[config.mk]
export PLATFORM = sky130hd
export DESIGN_NAME = regfile_sb
export DESIGN_NICKNAME = d
export VERILOG_FILES = /design/src/rtl/regfile_sb.sv
export SDC_FILE = /design/constraint.sdc
export NUM_CORES = 2
export LEC_CHECK = 0
export ABC_AREA = 1
export CAP_MARGIN = 40
export CORE_MARGIN = 2
export CORE_UTILIZATION = 30
export DETAILED_ROUTE_END_ITERATION = 7
export GPL_ROUTABILITY_DRIVEN = 0
export SETUP_SLACK_MARGIN = 0.2
export SYNTH_ARGS = -nofsm -noshare
export SYNTH_HDL_FRONTEND = slang
export SYNTH_SLANG_ARGS = --single-unit
[constraint.sdc]
create_clock -name clk -period 6 [get_ports clk]
set_input_delay 1.5 -clock clk [delete_from_list [all_inputs] [get_ports clk]]
set_output_delay 1.5 -clock clk [all_outputs]
set_load 0.03 [all_outputs]
[src/rtl/regfile_sb.sv]
// Register file with per-register scoreboard busy bits and a running busy count; x0 is hardwired zero.
// Latency: reads are combinational, writes/allocs land at the rising edge (REGFILE_SB_BYPASS_EN forwards wb_data same cycle).
// Backpressure: none; every strobe is accepted on the edge it is presented.
module regfile_sb #(
    parameter int XLEN = 32,
    parameter int NREG = 32,
    parameter int NRD  = 2,
    parameter int AW   = $clog2(NREG)
) (
    input  logic                clk,
    input  logic                rst_n,
    input  logic                wb_en,
    input  logic [AW-1:0]       wb_index,
    input  logic [XLEN-1:0]     wb_data,
    input  logic                alloc_en,
    input  logic [AW-1:0]       alloc_index,
    input  logic                flush,
    input  logic [NRD*AW-1:0]   rs_index,
    output logic [NRD*XLEN-1:0] rs_data,
    output logic [NRD-1:0]      rs_busy,
    output logic [AW:0]         busy_count
);

    logic [XLEN-1:0] regs_q [NREG];
    logic [XLEN-1:0] regs_d [NREG];
    logic [NREG-1:0] busy_q;
    logic [NREG-1:0] busy_d;
    logic [AW:0]     busy_count_q;
    logic [AW:0]     busy_count_d;

    logic wb_eff;
    logic alloc_eff;
    logic cnt_inc;
    logic cnt_dec;

    assign wb_eff    = wb_en && (wb_index != '0);
    assign alloc_eff = alloc_en && (alloc_index != '0);

    always_comb begin
        regs_d = regs_q;
        if (wb_eff) begin
            regs_d[wb_index] = wb_data;
        end
    end

    // Order matters: flush clears first, wb clears its bit, alloc sets last so it wins.
    always_comb begin
        busy_d = busy_q;
        if (flush) begin
            busy_d = '0;
        end
        if (wb_eff) begin
            busy_d[wb_index] = 1'b0;
        end
        if (alloc_eff) begin
            busy_d[alloc_index] = 1'b1;
        end
    end

    always_comb begin
        cnt_inc      = alloc_eff && !busy_q[alloc_index];
        cnt_dec      = wb_eff && busy_q[wb_index]
                       && !(alloc_eff && (alloc_index == wb_index));
        busy_count_d = busy_count_q;
        if (flush) begin
            busy_count_d = {{AW{1'b0}}, alloc_eff};
        end else begin
            busy_count_d = busy_count_q + {{AW{1'b0}}, cnt_inc} - {{AW{1'b0}}, cnt_dec};
        end
    end

    always_ff @(posedge clk or negedge rst_n) begin
        if (!rst_n) begin
            regs_q       <= '{default: '0};
            busy_q       <= '0;
            busy_count_q <= '0;
        end else begin
            regs_q       <= regs_d;
            busy_q       <= busy_d;
            busy_count_q <= busy_count_d;
        end
    end

    assign busy_count = busy_count_q;

    for (genvar k = 0; k < NRD; k++) begin : g_rd
        logic [AW-1:0] idx;
        assign idx = rs_index[k*AW +: AW];
`ifdef REGFILE_SB_BYPASS_EN
        logic fwd;
        assign fwd = wb_eff && (idx == wb_index);
        assign rs_data[k*XLEN +: XLEN] = (idx == '0) ? '0 : (fwd ? wb_data : regs_q[idx]);
        assign rs_busy[k]              = (idx != '0) && !fwd && busy_q[idx];
`else
        assign rs_data[k*XLEN +: XLEN] = (idx == '0) ? '0 : regs_q[idx];
        assign rs_busy[k]              = (idx != '0) && busy_q[idx];
`endif
    end

endmodule

==> flow_metrics.env <==
export IMPL_status="complete, no violations"
export IMPL_hold_buffers=0
export IMPL_grt_pass1_wl_mm=360
export IMPL_nNetsFinal=8463
export IMPL_cp_slowest_stage_delay_ns=0.36
export IMPL_dieArea_sq_mm=0.202
export IMPL_min_delay_path_class="flip-flop to flip-flop"
export IMPL_cts_buffers=113
export IMPL_antenna_left=0
export IMPL_slew_violations=0
export IMPL_cp_max_fo=50
export IMPL_vias=60300
export IMPL_regArea_sq_mm=0.0266
export IMPL_top_usage_layer="met2"
export IMPL_slew_headroom=0.387
export IMPL_cap_violations=0
export IMPL_met1_usage=0.292
export IMPL_cts_root_buf="clkbuf_16"
export IMPL_cts_tree="done"
export IMPL_rsz0062_at_grt="false"
export IMPL_cp_end_kind="output pin"
export IMPL_seqPwrFrac=0.443
export IMPL_netlist_instances=8701
export IMPL_ios=129
export IMPL_p_leak_nw=31.5
export IMPL_synth_edf_count=0
export IMPL_worstSetupStartpointType="input port"
export IMPL_synth_cell_types=33
export IMPL_grtUsageTotal=0.228
export IMPL_layout_drive_gt1_share=0.0680
export IMPL_skew_ns=0.00973
export IMPL_path_clk_slew_ns=0.05
export IMPL_post_cts_buffers=0
export IMPL_multi_input_area_sq_mm=0.0291
export IMPL_drtPass1Iterations=7
export IMPL_antenna_found_initial=2
export IMPL_synth_seq_cells=1062
export IMPL_fp_dieW_um=450
export IMPL_rows=163
export IMPL_cts_resized=0
export IMPL_area_delta_synth_final_pct=15.6
export IMPL_fp_dieH_um=450
export IMPL_hold_violations=0
export IMPL_start_util=0.302
export IMPL_yosys_top_cells_count="nand2_1, nand3_1, dfrtp_1, o21ai_0, nor2_1"
export IMPL_grt_pass1_vias=57100
export IMPL_via_per_inst=5.42
export IMPL_core_area_sq_mm=0.197
export IMPL_fmax_ghz=0.186
export IMPL_yosys_area_top_type="dfrtp_1"
export IMPL_synth_top_cell_area_share=0.446
export IMPL_remaining_drc_errors=0
export IMPL_fin_tns_setup_ns=0
export IMPL_tightestPinTransition_ns=0.919
export IMPL_p_total_mw=21.6
export IMPL_crit_required_ns=4.50
export IMPL_async_reset_ff_frac=1.00
export IMPL_drt_iter0_drc=7486
export IMPL_nFillCells=20800
export IMPL_htreeDepth=3
export IMPL_wl_per_cell_um=21.3
export IMPL_overflow=0
export IMPL_path_cells="buf_8 -> inv_8 -> buf_12 -> buf_4 -> o21ai_0 -> o21ai_0 -> nor2_1 -> nor2_1 -> nor2_1 -> nor2_1 -> buf_12"
export IMPL_cts_sinks=1062
export IMPL_setup_viol=0
export IMPL_grt_max_degree=138
export IMPL_fin_crit_ns=5.37
export IMPL_finalWirelength_mm=237
export IMPL_p_clk_frac=0.342
export IMPL_synth_area_leaders="dfrtp_1, nand2_1, nand3_1"
export IMPL_met3_usage=0.0313
export IMPL_combinationalPowerShare=0.215
export IMPL_yosysWarnings=0
export IMPL_p_per_area_mw_per_mm2=313
export IMPL_path_class="input port to output pin"
export IMPL_post_dp_hpwl_mm=141
export IMPL_internal_power_mw=14.6
export IMPL_slowest_stage="inv_8"
export IMPL_yosysMostFrequentCell="nand2_1"
export IMPL_switching_share=0.326
export IMPL_cts_buffer_depth=3
export IMPL_arrival_ns=3.87
export IMPL_p_switching_mw=7.04
export IMPL_synth_area_per_cell_sq_um=6.85
export IMPL_clk_latency_ns=0.76
export IMPL_timing_hold_ws_ns=0.401
export IMPL_grtUsageMet2=0.367
export IMPL_seq_area_frac_synth=0.446
export IMPL_finalCritPeriodShare=0.895
export IMPL_numPortBuffers=128
export IMPL_synthFlopType="dfrtp_1"
export IMPL_ir_drop_mv=0.249
export IMPL_cp_common_cell="nor2_1"
export IMPL_syn_cell_area_sq_mm=0.0596
export IMPL_syn_num_nets=8765
## power groups by stage
stage / sequential (mW) / combinational (mW) / clock [mW]
6_report: 9.58 / 4.65 / 7.39
5_1_grt: 9.75 / 5.24 / 7.77
4_1_cts: 9.53 / 4.63 / 7.50
3_5_place_dp: 9.64 / 4.62 / 0
3_3_place_gp: 9.60 / 4.44 / 0
2_1_floorplan: 9.41 / 3.09 / 0
## cells by family after synthesis
kind of cell / Yosys count / share of synthesized area
simple gates: 5248 / 0.361
fa+ha+maj: 7 / 0.00159
compound gates: 1406 / 0.120
buf+inv: 971 / 0.0705
xor+xnor: 7 / 0.00103
flops: 1062 / 0.446
## cell type report
type,count,area share
multi-input combinational,6668,0.422
sequential,1062,0.385
timing repair buffer,388,0.0791
tap,2640,0.0479
clock buffer,161,0.0474
inverter,166,0.00960
clock inverter,44,0.00817
antenna,2,0.0000726
## cells in the final DEF, fill, tap and decap left out, types with 23 or more instances in the layout
cell type,n
clkdlybuf4s50_1,51
buf_16,31
clkinv_2,23
nor2_1,489
clkbuf_1,23
clkbuf_16,114
dfrtp_1,1062
nand3_1,1389
clkbuf_8,24
buf_4,155
buf_12,137
o21ai_0,784
inv_1,153
a21oi_1,367
nand2_1,3306
o21ai_1,209
o211ai_1,34
## critical path, delay by kind of cell
family | cells | cell delay [ns]
AND/OR/NAND/NOR | 4 | 0.71
buffers and inverters | 5 | 1.27
AO/OA/AOI/OAI | 2 | 0.28
## metal layers
metal / vias up / share of wire
li1: 27700 / -
met1: 28800 / 0.40
met2: 3121 / 0.46
met3: 660 / 0.082
met4: 0 / 0.059
met5: - / 0
## final timing paths
| kind | startpoint | end | slack [ns] | cells past startpoint |
|---|---|---|---|---|
| hold reg to reg | regs_q[1003] | regs_q[1003] | 0.40 | 0 |
| hold / removal | regs_q[1003] | regs_q[1003] | 0.40 | 0 |
| max in group asynchronous | rst_n | regs_q[634] | 3.94 | 2 |
| setup reg to reg | busy_q[10] | busy_count[4] | 3.02 | 18 |
| setup / recovery | rs_index[0] | rs_data[22] | 0.63 | 11 |
| min in group asynchronous | rst_n | regs_q[710] | 0.72 | 1 |
## flip-flops by register name (all words and copies together), names as in the netlist
register and cells:
busy_q 32, regs_q 1024, busy_count 6
## per-stage QoR
stage	worst slack [ns]	instances	util	instance area, sq um
floorplan	1.60	8701	-	59600
global placement	0.619	10900	0.324	64000
detailed placement	0.677	10900	0.330	65100
CTS	0.682	11100	0.349	68900
global route	0.544	11100	0.349	68900
finish	0.629	11100	0.349	68900
Power figures use the tool's default switching activity.
